## src/rtl/lifo_fifo_pkg.sv

```systemverilog
// Shared definitions for the LIFO/FIFO buffer: mode encodings and config check.
package lifo_fifo_pkg;

  localparam logic MODE_FIFO = 1'b0;
  localparam logic MODE_LIFO = 1'b1;

  // Width must be non-zero; depth must be a power of two of at least 2.
  function automatic bit cfg_legal(input int width, input int depth);
    return (width >= 1) && (depth >= 2) && ((depth & (depth - 1)) == 0);
  endfunction

endpackage

```

## src/rtl/lifo_fifo_buffer_if.sv

```systemverilog
// Control, data and status bundle of the LIFO/FIFO buffer.
interface lifo_fifo_buffer_if #(
  parameter int WIDTH  = 8,
  parameter int DEPTH  = 16,
  parameter int ADDR_W = $clog2(DEPTH)
);
  logic              mode;
  logic              clear;
  logic              push;
  logic              pop;
  logic [WIDTH-1:0]  din;
  logic [WIDTH-1:0]  dout;
  logic              dout_valid;
  logic              full;
  logic              empty;
  logic [ADDR_W:0]   count;
  logic              mode_active;
  logic              overflow;
  logic              underflow;

  modport master (
    output mode, clear, push, pop, din,
    input  dout, dout_valid, full, empty, count, mode_active, overflow, underflow
  );

  modport slave (
    input  mode, clear, push, pop, din,
    output dout, dout_valid, full, empty, count, mode_active, overflow, underflow
  );
endinterface

```

## src/rtl/lifo_fifo_ram.sv

```systemverilog
// DEPTH x WIDTH storage: one synchronous write port, one combinational read port.
module lifo_fifo_ram #(
  parameter int WIDTH  = 8,
  parameter int DEPTH  = 16,
  parameter int ADDR_W = $clog2(DEPTH)
) (
  input  logic              clk,
  input  logic              we,
  input  logic [ADDR_W-1:0] waddr,
  input  logic [WIDTH-1:0]  wdata,
  input  logic [ADDR_W-1:0] raddr,
  output logic [WIDTH-1:0]  rdata
);
  logic [WIDTH-1:0] mem [DEPTH];

  // Write port; contents survive reset and clear.
  always_ff @(posedge clk) begin
    if (we) mem[waddr] <= wdata;
  end

  assign rdata = mem[raddr];
endmodule

```

## src/rtl/lifo_fifo_buffer.sv

```systemverilog
// Run-time selectable LIFO/FIFO buffer with status, sticky errors and flush.
module lifo_fifo_buffer
  import lifo_fifo_pkg::*;
#(
  parameter int WIDTH  = 8,
  parameter int DEPTH  = 16,
  parameter int ADDR_W = $clog2(DEPTH)
) (
  input  logic             clk,
  input  logic             reset,
  lifo_fifo_buffer_if.slave bus
);
  localparam logic [ADDR_W:0]   CNT_ONE  = (ADDR_W+1)'(1);
  localparam logic [ADDR_W:0]   CNT_FULL = (ADDR_W+1)'(DEPTH);
  localparam logic [ADDR_W-1:0] PTR_ONE  = ADDR_W'(1);

  if (!cfg_legal(WIDTH, DEPTH)) begin : g_bad_cfg
    $error("lifo_fifo_buffer: illegal WIDTH/DEPTH");
  end

  logic [ADDR_W:0]   cnt;
  logic [ADDR_W-1:0] wr_ptr, rd_ptr;
  logic [ADDR_W-1:0] sp, sp_m1;
  logic [ADDR_W-1:0] waddr, raddr;
  logic [WIDTH-1:0]  rdata;
  logic [WIDTH-1:0]  dout_q;
  logic              dout_vld_q;
  logic              mode_q;
  logic              ovf_q, udf_q;
  logic              full, empty;
  logic              push_ok, pop_ok;

  assign full    = (cnt == CNT_FULL);
  assign empty   = (cnt == '0);
  assign pop_ok  = bus.pop & ~empty;
  assign push_ok = bus.push & (~full | pop_ok);

  // Stack pointer view of count; sp is only used as a write address when not full.
  assign sp    = cnt[ADDR_W-1:0];
  assign sp_m1 = sp - PTR_ONE;

  // Address selection. An empty buffer always restarts at slot 0, so a mode
  // switch (only possible while empty) never leaves stale pointer offsets.
  always_comb begin
    raddr = (mode_q == MODE_LIFO) ? sp_m1 : rd_ptr;
    waddr = wr_ptr;
    if (empty)                     waddr = '0;
    else if (mode_q == MODE_LIFO)  waddr = pop_ok ? sp_m1 : sp;
  end

  lifo_fifo_ram #(.WIDTH(WIDTH), .DEPTH(DEPTH), .ADDR_W(ADDR_W)) u_ram (
    .clk   (clk),
    .we    (push_ok & ~reset & ~bus.clear),
    .waddr (waddr),
    .wdata (bus.din),
    .raddr (raddr),
    .rdata (rdata)
  );

  // Pointers, count, read data, sticky flags and mode latch.
  always_ff @(posedge clk) begin
    if (reset) begin
      cnt        <= '0;
      wr_ptr     <= '0;
      rd_ptr     <= '0;
      dout_q     <= '0;
      dout_vld_q <= 1'b0;
      ovf_q      <= 1'b0;
      udf_q      <= 1'b0;
      mode_q     <= bus.mode;
    end else if (bus.clear) begin
      cnt        <= '0;
      wr_ptr     <= '0;
      rd_ptr     <= '0;
      dout_vld_q <= 1'b0;
      ovf_q      <= 1'b0;
      udf_q      <= 1'b0;
      mode_q     <= bus.mode;
    end else begin
      if (empty) mode_q <= bus.mode;
      if (bus.push & ~push_ok) ovf_q <= 1'b1;
      if (bus.pop  & ~pop_ok)  udf_q <= 1'b1;

      dout_vld_q <= pop_ok;
      if (pop_ok) dout_q <= rdata;

      case ({push_ok, pop_ok})
        2'b10:   cnt <= cnt + CNT_ONE;
        2'b01:   cnt <= cnt - CNT_ONE;
        default: cnt <= cnt;
      endcase

      if (empty) begin
        wr_ptr <= push_ok ? PTR_ONE : '0;
        rd_ptr <= '0;
      end else if (mode_q == MODE_FIFO) begin
        if (push_ok) wr_ptr <= wr_ptr + PTR_ONE;
        if (pop_ok)  rd_ptr <= rd_ptr + PTR_ONE;
      end
    end
  end

  assign bus.dout        = dout_q;
  assign bus.dout_valid  = dout_vld_q;
  assign bus.full        = full;
  assign bus.empty       = empty;
  assign bus.count       = cnt;
  assign bus.mode_active = mode_q;
  assign bus.overflow    = ovf_q;
  assign bus.underflow   = udf_q;
endmodule

```

## src/flat_wrapper.sv

```systemverilog
// flat-port wrapper written by rule: the top's interface ports become plain ports
module lifo_fifo_buffer_flat import lifo_fifo_pkg::*;
#(
  parameter int WIDTH  = 8,
  parameter int DEPTH  = 16,
  parameter int ADDR_W = $clog2(DEPTH)
)
  (clk, reset, bus_mode, bus_clear, bus_push, bus_pop, bus_din, bus_dout, bus_dout_valid, bus_full, bus_empty, bus_count, bus_mode_active, bus_overflow, bus_underflow);
  lifo_fifo_buffer_if #(.WIDTH(WIDTH), .DEPTH(DEPTH), .ADDR_W(ADDR_W)) bus_i ();
  input  logic clk;
  input  logic reset;
  input wire logic [$bits(bus_i.mode)-1:0] bus_mode;
  input wire logic [$bits(bus_i.clear)-1:0] bus_clear;
  input wire logic [$bits(bus_i.push)-1:0] bus_push;
  input wire logic [$bits(bus_i.pop)-1:0] bus_pop;
  input wire logic [$bits(bus_i.din)-1:0] bus_din;
  output wire logic [$bits(bus_i.dout)-1:0] bus_dout;
  output wire logic [$bits(bus_i.dout_valid)-1:0] bus_dout_valid;
  output wire logic [$bits(bus_i.full)-1:0] bus_full;
  output wire logic [$bits(bus_i.empty)-1:0] bus_empty;
  output wire logic [$bits(bus_i.count)-1:0] bus_count;
  output wire logic [$bits(bus_i.mode_active)-1:0] bus_mode_active;
  output wire logic [$bits(bus_i.overflow)-1:0] bus_overflow;
  output wire logic [$bits(bus_i.underflow)-1:0] bus_underflow;
  assign bus_i.mode = bus_mode;
  assign bus_i.clear = bus_clear;
  assign bus_i.push = bus_push;
  assign bus_i.pop = bus_pop;
  assign bus_i.din = bus_din;
  assign bus_dout = bus_i.dout;
  assign bus_dout_valid = bus_i.dout_valid;
  assign bus_full = bus_i.full;
  assign bus_empty = bus_i.empty;
  assign bus_count = bus_i.count;
  assign bus_mode_active = bus_i.mode_active;
  assign bus_overflow = bus_i.overflow;
  assign bus_underflow = bus_i.underflow;
  lifo_fifo_buffer #(.WIDTH(WIDTH), .DEPTH(DEPTH), .ADDR_W(ADDR_W)) u_core (.clk(clk), .reset(reset), .bus(bus_i));
endmodule
```

## config.mk

```make
export PLATFORM = sky130hd
export DESIGN_NAME = lifo_fifo_buffer_flat
export DESIGN_NICKNAME = d
export VERILOG_FILES = /design/src/rtl/lifo_fifo_pkg.sv /design/src/rtl/lifo_fifo_buffer_if.sv /design/src/rtl/lifo_fifo_ram.sv /design/src/rtl/lifo_fifo_buffer.sv /design/src/flat_wrapper.sv
export SDC_FILE = /design/constraint.sdc
export NUM_CORES = 1
export LEC_CHECK = 0
export CORE_MARGIN = 2
export CORE_UTILIZATION = 57
export CTS_BUF_LIST = sky130_fd_sc_hd__clkbuf_16
export CTS_CLUSTER_SIZE = 16
export DETAILED_ROUTE_END_ITERATION = 12
export DONT_BUFFER_PORTS = 1
export PLACE_DENSITY = 0.73
export SLEW_MARGIN = 10
export SYNTH_ARGS = -nofsm -noshare
export SYNTH_HDL_FRONTEND = slang
export SYNTH_SLANG_ARGS = --single-unit
```

## constraint.sdc

```tcl
create_clock -name clk -period 6.7 [get_ports clk]
set_input_delay 1.675 -clock clk [delete_from_list [all_inputs] [get_ports clk]]
set_output_delay 1.675 -clock clk [all_outputs]
set_load 0.1 [all_outputs]
```

## Word-level counts from Yosys, hierarchy flattened

Memories as Yosys holds them, arrays and structs flattened. A register that Yosys moved wholly into a read port is not among the register bits.
Cells that the tools add are included.

| word-level totals | value |
|---|---|
| output and inout port bits | 19 |
| word-level logic and storage cells | 54 |
| bits in writable memories | 128 |
| memories | 1 |
| input port bits | 14 |
| register bits | 17 |

Memories:

| name | depth | bits a word | rd ports | clocked after memory_dff | wr ports | RTL line | source |
|---|---|---|---|---|---|---|---|
| u_core.u_ram.mem | 16 | 8 | 1 | 1 | 1 | lifo_fifo_ram.sv:14 | `logic [WIDTH-1:0] mem [DEPTH];` |

| cells by class | value |
|---|---|
| multiplexer cells | 14 |
| add/sub/neg operators | 5 |
| bitwise operators | 14 |
| reduce and logical (&&, ||, !) cells | 9 |
| equal/unequal tests | 4 |

Operators by type and width:

| operator | count |
|---|---|
| two-way mux 4 bit | 7 |
| case mux 5 bit (2 select lines) | 1 |
| adder 4 x 1 -> 4 bit (second input constant) | 2 |
| NOT 1 bit | 7 |
| bitwise AND 1 bit | 6 |
| two-way mux 1 bit | 6 |
| AND reduction 2 bit | 3 |
| adder 5 x 1 -> 5 bit (second input constant) | 1 |
| == test 5 bit (second input constant) | 1 |
| zero test 5 bit | 1 |
| subtractor 5 x 1 -> 5 bit (second input constant) | 1 |
| nonzero test 2 bit | 2 |
| subtractor 4 x 1 -> 4 bit (second input constant) | 1 |
| nonzero test 3 bit | 1 |
| OR reduction 3 bit | 1 |
| == test 2 x 1 -> 1 bit (second input constant) | 1 |
| == test 2 bit (second input constant) | 1 |
| inequality test 2 bit (second input constant) | 1 |
| OR reduction 2 bit | 1 |
| OR 1 bit | 1 |

## Longest topological paths before layout

Gate-level depths: netlist of run 1.

| depth | value |
|---|---|
| depth after elaboration | 9 |
| depth in mapped cells | 14 |
| depth with buffers taken out | 12 |

## Hierarchy

From an unflattened synthesis of run 1, not the netlist that was laid out.

| second synthesis, totals | value |
|---|---|
| cells, all modules | 389 |
| area, all modules | 6,433.7 µm² |

Modules (own cells, without submodules):

| module | area each (µm²) | instances | cells an instance |
|---|---|---|---|
| lifo_fifo_ram | 4,987.3 | 1 | 221 |
| lifo_fifo_buffer | 1,446.4 | 1 | 168 |

## Worst setup path after synthesis of run 1

OpenSTA, ideal clock, no wires.

| timing | value |
|---|---|
| path kind | register to output |
| start | register u_core.cnt[0], in the netlist u_core.bus.count[0] |
| end | output port bus_empty |
| arrival | 2.692 ns |
| setup slack | 2.333 ns |
| stages on the path, launching flop included | 7 |
| path buffers | 2 |
| path through | dfxtp_1 inv_1 clkbuf_1 ha_1 or4b_4 buf_6 inv_1 |

| on the way | value |
|---|---|
| cells in the longest elaborated chain, start to end | 1 |

RTL lines:

| element | RTL line | source |
|---|---|---|
| from (decl) | lifo_fifo_buffer.sv:21 | `logic [ADDR_W:0] cnt;` |
| from (signal assigned) | lifo_fifo_buffer.sv:88 | `2'b10: cnt <= cnt + CNT_ONE;` |
| from (signal assigned) | lifo_fifo_buffer.sv:89 | `2'b01: cnt <= cnt - CNT_ONE;` |
| from (signal assigned) | lifo_fifo_buffer.sv:90 | `default: cnt <= cnt;` |
| zero test 5 bit | lifo_fifo_buffer.sv:34 | `assign empty = (cnt == '0);` |
| to (decl) | flat_wrapper.sv:20 | `output wire logic [$bits(bus_i.empty)-1:0] bus_empty;` |

Every way passes these cells.

## Worst setup path after layout of run 1

Same ends and word-level chain as after synthesis.

==> results.toml, run 1 <==
[die]
dieArea_um2 = 13400
die_width_um = 116
ios = 33
core_um2 = 12100
placementRows = 40
start_util_pct = 58.7
die_y_um = 116

[timing]
rsz0062_at_grt = "false"
final_max_slew_viol_count = 0
min_period_ps = 4790
fin_skew_ps = 7.51
tightest_slew_ps = 1150
slew_headroom_pct = 23.4
fmax_mhz = 209
finalSetupViolCount = 0
fin_tns_setup_ps = 0
post-route-period-util_pct = 71.5
finalHoldViolCount = 0

[power]
swShare_pct = 24.9
p_comb_share_pct = 10.3
intPower_uw = 1770
finalPower_uw = 2360
clockPowerShare_pct = 43.8
p_leak_uw = 0.00263
pwr-share-seq_pct = 45.9
irDropWorstVdd_v = 0.000239
powerDensity_nw_per_um2 = 300
p_sw_uw = 585

[clock_tree]
htreeDepth = 4
post_cts_buffers = 0
cts_hold_buffers = 0
cts_buffer_depth = 2
insertion_delay_ps = 420
cts_tree = "done"
root_buffer = "clkbuf_16"
numCtsBuffers = 17
cts_sinks = 153
post_cts_resized = 0
clk_pin_slew_ps = 60

[cells_and_area]
antennaDiodeCount = 0
final_cell_mix = "129 x edfxtp_1, 96 x o21ai_0, 84 x nor2_1, 36 x nor2b_1, 32 x o22ai_1"
areaGrowthSynthToFinish_pct = 10.7
nets = 653
mostFrequentLayoutCell = "edfxtp_1"
layout-drive-gt1-share_pct = 8.70

[place]
io_buffers = 0
routabilityCongestion = 0.893
dp_hpwl_um = 11500

[global_route]
track_usage_pct = 29.0
grt_antenna_before_repair = 0
overflow = 0
grt_pass1_wl_um = 28300
grt_max_degree = 69
grt_pass1_vias = 5029

[worst_setup_path]
cp_max_fo = 33
cp-start-kind = "register"
crit_arrival_ps = 3110
end_kind = "output port"
path_class = "register to output port"
r2r_slack_ps = 2680
required_ps = 5030

[status]
status = "complete, no violations"

[drt]
viasPerCell = 6.50
wire_per_inst_um = 22.8
wl_um = 18500
drc = 0
first_iter_violations = 863
dr.pass1.iters = 6
vias = 5282
ant_nets = 0

[yosys]
yosysWarnings = 0
synth-seq-cells = 153
syn_inst = 644
ys_seq_area_share_pct = 61.3
synth-edff-count = 129
synth-main-ff-cell = "edfxtp_1"
synth.avg_cell_area_um2 = 11.0
ys_types = 48
async_reset_ff_share_pct = 0
syn_area_um2 = 7110
syn_nets = 666

[hold_path]
hp-class = "register to register"

[job]
cap_violations = 0
[worst max-delay path: stages, from the launching register on]
cell	delay [ps]
dfxtp_2	320
inv_1	720
ha_1	330
or4b_4	550
inv_1	770
[synth_stat cells, types with 13 or more instances]
cell type,n,area [um2]
a21oi_1,21,105
dfxtp_1,24,480
clkbuf_1,30,113
edfxtp_1,129,3870
o21ai_0,96,480
nor2_1,85,319
nor3_1,21,105
a31oi_1,15,93.8
nand2b_1,13,81.3
nand2_1,26,97.6
nor2b_1,36,225
o22ai_1,32,200
[worst paths after layout]
check,startpoint,endpoint,cells past startpoint
max,u_core.bus.count[0],bus_empty,4
min,u_core.wr_ptr[1],u_core.wr_ptr[1],2
max reg2reg,u_core.bus.count[0],u_core.u_ram.mem[12][2],6
min reg2reg,u_core.wr_ptr[1],u_core.wr_ptr[1],2
[power by group through the flow]
stage,sequential (uW),combinational [uW],clock [uW]
after floorplan,1110,170,0
after detailed placement,1100,235,0
after global placement,1100,229,0
after CTS,1080,238,1030
final,1080,242,1030
after global routing,1080,262,1080
[final cells by class]
type | count | area, um2
inverter | 6 | 22.5
sequential | 153 | 4360
clock buffer | 17 | 425
fill | 912 | 4250
clock inverter | 15 | 205
timing repair buffer | 10 | 95.1
tap | 168 | 210
multi-input combinational | 443 | 2550
[per-stage QoR]
stage | hold WS [ps] | std cells | worst slack, ps | instance area (um2) | util [%]
2_1_floorplan | 483 | 644 | 2330 | 7110 | -
3_3_place_gp | 504 | 780 | 2470 | 7230 | 59.7
3_5_place_dp | 515 | 780 | 2390 | 7230 | 59.7
4_1_cts | 523 | 812 | 1930 | 7860 | 64.9
5_1_grt | 551 | 812 | 1820 | 7860 | 64.9
6_report | 522 | 812 | 1910 | 7860 | 64.9
[cell families after synthesis]
| family | count (synthesis) | share of synthesized area (%) |
|---|---|---|
| multiplexers | 3 | 0.423 |
| AO/OA/AOI/OAI | 213 | 18.3 |
| XOR/XNOR | 12 | 1.48 |
| buffers and inverters | 48 | 2.89 |
| flip-flops | 153 | 61.3 |
| adder cells (fa/ha/maj) | 8 | 1.51 |
| AND/OR/NAND/NOR | 207 | 14.2 |
[per-layer routing]
metal	up-vias	track usage, %	routed length, um
li1	2377	-	-
met1	2553	38.5	7670
met2	305	45.3	8450
met3	47	9.26	1830
met4	0	10.5	557
met5	-	0	0
[state kept, by name, summed over array words and instances (netlist names)]
register	cells
u_core.bus.count	5
u_core.bus.dout	8
u_core.bus.dout_valid	1
u_core.bus.mode_active	1
u_core.bus.overflow	1
u_core.bus.underflow	1
u_core.rd_ptr	4
u_core.u_ram.mem	128
u_core.wr_ptr	4
No activity file was read; power rests on OpenSTA's default activity.
==> inputs of run 2 (changes only) <==
--- a/config.mk
+++ b/config.mk
@@ -11,7 +11,7 @@
 export CTS_CLUSTER_SIZE = 16
 export DETAILED_ROUTE_END_ITERATION = 12
 export DONT_BUFFER_PORTS = 1
-export PLACE_DENSITY = 0.73
+export PLACE_DENSITY = 0.76
 export SLEW_MARGIN = 10
 export SYNTH_ARGS = -nofsm -noshare
 export SYNTH_HDL_FRONTEND = slang
==> constraint.sdc (replaced) <==
create_clock -name clk -period 4.1 [get_ports clk]
set_input_delay 1.025 -clock clk [delete_from_list [all_inputs] [get_ports clk]]
set_output_delay 1.025 -clock clk [all_outputs]
set_load 0.1 [all_outputs]
==> run 2 against run 1 <==
Die area unchanged; final cell count grew 0.86%; global-route usage is 0.43 points higher; power grew 56%; utilization shrank 0.15 points; combinational power increased by 70%; critical path depth increased by 1; largest power group unchanged.
==> results.toml, run 2 (same netlist as run 1, synthesis figures left out) <==
[worst_setup_path]
r2r_end = "u_core.bus.count[4]"
reg2regPathDepth = 11
cp_cell_sequence = "inv_1 > ha_1 > or4b_4 > inv_1 > buf_4"
cpPeakStageDelay_ps = 550
crit_top_cell = "inv_1"
crit_arrival_ps = 2340
slowest_stage = "or4b_4"
path_class = "register to output port"
cp-start-kind = "register"
required_ps = 3070
r2r_start = "u_core.bus.count[0]"
cp_max_fo = 14
r2r_slack_ps = 1030
end_kind = "output port"

[job]
cap_violations = 0

[cells_and_area]
fin_util_pct = 64.8
final_cell_mix = "129 x edfxtp_1, 96 x o21ai_0, 84 x nor2_1, 36 x nor2b_1, 32 x o22ai_1"
fillers = 924
largest_reg_flops = 128
top_register = "u_core.u_ram.mem"
mostFrequentLayoutCell = "edfxtp_1"
nets = 660
layout-drive-gt1-share_pct = 9.68
final_cells = 819
areaGrowthSynthToFinish_pct = 10.4
antennaDiodeCount = 0

[global_route]
grt_max_degree = 42
grt_pass1_wl_um = 28400
track_usage_pct = 29.4
overflow = 0
grt_antenna_before_repair = 0
grt_use_met1_pct = 37.6
met3_usage_pct = 7.85
grt_pass1_vias = 5166
met2_usage_pct = 47.4
grt_busiest_layer = "met2"

[drt]
viasPerCell = 6.66
vias = 5453
ant_nets = 0
wl_um = 18700
dr.pass1.iters = 7
wire_per_inst_um = 22.8
drc = 0
first_iter_violations = 733

[timing]
fmax_mhz = 297
finalSetupViolCount = 0
tightest_slew_ps = 1060
slew_headroom_pct = 29.0
finalHoldViolCount = 0
post-route-period-util_pct = 82.2
final_max_slew_viol_count = 0
hold_ws_ps = 558
fin_tns_setup_ps = 0
fin_skew_ps = 12.4
min_period_ps = 3370
rsz0062_at_grt = "false"

[clock_tree]
insertion_delay_ps = 440
post_cts_buffers = 0
cts_hold_buffers = 0
htreeDepth = 4
cts_tree = "done"
post_cts_resized = 0
numCtsBuffers = 17
clk_pin_slew_ps = 60
cts_sinks = 153
root_buffer = "clkbuf_16"
cts_buffer_depth = 2

[hold_path]
hp-start = "u_core.rd_ptr[3]"
hp-class = "register to register"
hold_depth = 2
min_to = "u_core.rd_ptr[3]"

[place]
dp_cells = 787
routabilityCongestion = 0.902
io_buffers = 0
dp_hpwl_um = 11900

[status]
status = "complete, no violations"

[power]
p_leak_uw = 0.00263
irDropWorstVdd_v = 0.000486
powerDensity_nw_per_um2 = 469
finalPower_uw = 3680

[die]
dieArea_um2 = 13400
placementRows = 40
core_um2 = 12100
die_width_um = 116
start_util_pct = 58.7
ios = 33
die_y_um = 116
run 2: cell types whose count changed in the layout (fill, tap and decap cells not counted), sizes merged:
| cell | previous run | this run |
|---|---|---|
| buf | 10 | 17 |
| bufinv | 5 | 2 |
| clkinv | 6 | 9 |
run 2: how the worst max path moves through the flow:
stage	start	end	cells after the start	slack (ps)
floorplan	u_core.bus.count[0]	bus_empty	6	380
global placement	u_core.bus.count[0]	u_core.bus.count[4]	11	1170
detailed placement	u_core.bus.count[0]	u_core.bus.count[4]	11	1060
CTS	u_core.bus.count[0]	bus_empty	5	730
global route	u_core.bus.count[0]	bus_empty	5	600
finish	u_core.bus.count[0]	bus_empty	5	730
run 2: cell type report:
type                    instances  area (um2)  share of cell area, %
flip-flops and latches        153        4360                   55.5
multi-input cells             443        2550                   32.5
clock buffers                  17         425                   5.42
well taps                     168         210                   2.68
repair buffers                 17         148                   1.88
clock inverters                15         134                   1.71
inverters                       6        22.5                  0.287
run 2: critical path, delay by kind of cell, from the launching register on:
| family | cells | cell delay, ps |
|---|---|---|
| flip-flops | 1 | 320 |
| adder cells (fa/ha/maj) | 1 | 250 |
| AND/OR/NAND/NOR | 1 | 550 |
| buffers and inverters | 3 | 790 |
run 2: report_power, final:
part           switching, uW  internal [uW]  total [uW]
clock                    626            883        1510
combinational            284            127         411
sequential              59.3           1700        1760
total                    969           2710        3680
run 2: per-layer routing:
| layer | routed length [um] | up-vias |
|---|---|---|
| met3 | 2030 | 51 |
| met1 | 6930 | 2667 |
| met4 | 717 | 0 |
| li1 | - | 2392 |
| met5 | 0 | - |
| met2 | 9000 | 343 |
run 2: stage by stage:
step                      worst slack (ps)  area [um2]
final                                  730        7850
after global routing                   598        7850
after CTS                              731        7850
after detailed placement              1060        7290
after global placement                1170        7290
after floorplan                        383        7110
==> inputs of run 3 (changes only) <==
--- a/config.mk
+++ b/config.mk
@@ -11,7 +11,7 @@
 export CTS_CLUSTER_SIZE = 16
 export DETAILED_ROUTE_END_ITERATION = 12
 export DONT_BUFFER_PORTS = 1
-export PLACE_DENSITY = 0.76
+export PLACE_DENSITY = 0.73
 export SLEW_MARGIN = 10
 export SYNTH_ARGS = -nofsm -noshare
 export SYNTH_HDL_FRONTEND = slang
==> constraint.sdc (replaced) <==
create_clock -name clk -period 3.4 [get_ports clk]
set_input_delay 0.85 -clock clk [delete_from_list [all_inputs] [get_ports clk]]
set_output_delay 0.85 -clock clk [all_outputs]
set_load 0.1 [all_outputs]
==> run 3 against run 2 <==
Global-route usage is 0.20 points lower; via count fell by 2.9%; count of clock-buffer cells in the layout did not move; critical path type unchanged; largest power group unchanged; sequential power increased by 21%; sequential cell count stayed put; clock power up 19%; register-to-register slack worse by 490 ps; clock skew shrank 4.5 ps; wire length is 1.8% lower; highest routed layer unchanged.
==> results.toml, run 3 (same netlist as run 1, synthesis figures left out) <==
[status]
status = "complete, no violations"

[drt]
viasPerCell = 6.39
ant_nets = 0
dr.pass1.iters = 5
wire_per_inst_um = 22.1
vias = 5294
drc = 0
wl_um = 18400
first_iter_violations = 648

[timing]
tightest_slew_ps = 1050
finalHoldViolCount = 0
rsz0062_at_grt = "false"
fin_tns_setup_ps = 0
fmax_mhz = 341
hold_ws_ps = 510
finalSetupViolCount = 0
post-route-period-util_pct = 86.2
fin_skew_ps = 7.91
slew_headroom_pct = 29.6
min_period_ps = 2930
final_max_slew_viol_count = 0

[worst_setup_path]
cpPeakStageDelay_ps = 560
cp_cell_sequence = "inv_1 > ha_1 > or4b_4 > clkinvlp_4 > buf_4"
slowest_stage = "or4b_4"
critPathTopFamily = "simple AND/OR/NAND/NOR gates"
end_kind = "output port"
crit_arrival_ps = 2080
critical_path_buf_inv_count = 3
cp-start-kind = "register"
cp_max_fo = 9
path_class = "register to output port"
required_ps = 2550

[global_route]
grt_antenna_before_repair = 0
met3_usage_pct = 10.0
grt_max_degree = 44
overflow = 0
track_usage_pct = 29.2
grt_busiest_layer = "met2"
grt_use_met1_pct = 38.6
grt_pass1_wl_um = 28100
grt_pass1_vias = 5075
met2_usage_pct = 45.0

[power]
irDropWorstVdd_v = 0.000625
powerDensity_nw_per_um2 = 556
p_leak_uw = 0.00268

[cells_and_area]
mostFrequentLayoutCell = "edfxtp_1"
largest_reg_flops = 128
nets = 672
antennaDiodeCount = 0
final_cell_mix = "129 x edfxtp_1, 96 x o21ai_0, 84 x nor2_1, 36 x nor2b_1, 32 x o22ai_1"
layout-drive-gt1-share_pct = 11.3
areaGrowthSynthToFinish_pct = 11.7
final_area_um2 = 7940
top_register = "u_core.u_ram.mem"

[die]
ios = 33
start_util_pct = 58.7
dieArea_um2 = 13400
core_um2 = 12100
die_y_um = 116
die_width_um = 116
placementRows = 40

[place]
dp_hpwl_um = 11900
placed_area_um2 = 7380
routabilityCongestion = 0.956
io_buffers = 0

[clock_tree]
post_cts_resized = 0
root_buffer = "clkbuf_16"
insertion_delay_ps = 430
cts_buffer_depth = 2
cts_tree = "done"
htreeDepth = 4
cts_sinks = 153
numCtsBuffers = 17
clk_pin_slew_ps = 60
post_cts_buffers = 0
cts_hold_buffers = 0

[hold_path]
hp-class = "input port to register"

[job]
cap_violations = 0
## run 3: changes by cell type in the layout (fill, tap and decap cells not counted), sizes merged
cell      previous run  this run
inv                  8         7
clkinvlp             2         5
clkinv               9         5
buf                 17        29
## run 3: path summary, 6_finish.rpt
check	startpoint	endpoint	slack, ps	cells past startpoint
setup / recovery	u_core.bus.count[0]	bus_empty	470	5
hold reg to reg	u_core.wr_ptr[1]	u_core.wr_ptr[1]	540	2
setup reg to reg	u_core.bus.count[0]	u_core.bus.count[4]	540	11
hold / removal	bus_din[0]	u_core.u_ram.mem[14][0]	510	0
## run 3: power by group
part           leakage (uW)  total, uW  internal (uW)  switching, uW
Sequential          0.00136       2130           2050           72.8
Combinational       0.00106        497            157            341
Clock              0.000263       1790           1060            727
## run 3: layout make-up
| class | instances | area, um2 |
|---|---|---|
| Clock buffer | 17 | 425 |
| Clock inverter | 13 | 133 |
| Fill cell | 906 | 4170 |
| Inverter | 6 | 26.3 |
| Multi-Input combinational cell | 443 | 2550 |
| Sequential cell | 153 | 4360 |
| Tap cell | 168 | 210 |
| Timing Repair Buffer | 29 | 238 |
## run 3: through the flow
step / std cells / setup slack, ps / utilization, % / power (uW)
floorplan: 644 / 22.7 / - / 2520
global placement: 799 / 660 / 60.9 / 2640
detailed placement: 799 / 543 / 60.9 / 2650
CTS: 829 / 451 / 65.5 / 4420
global route: 829 / 357 / 65.6 / 4560
finish: 829 / 469 / 65.6 / 4410
## run 3: routing by layer
layer | wire length, um | vias to the layer above
met3 | 1730 | 37
met1 | 7510 | 2584
met4 | 471 | 0
met2 | 8640 | 266
met5 | 0 | -
li1 | - | 2407
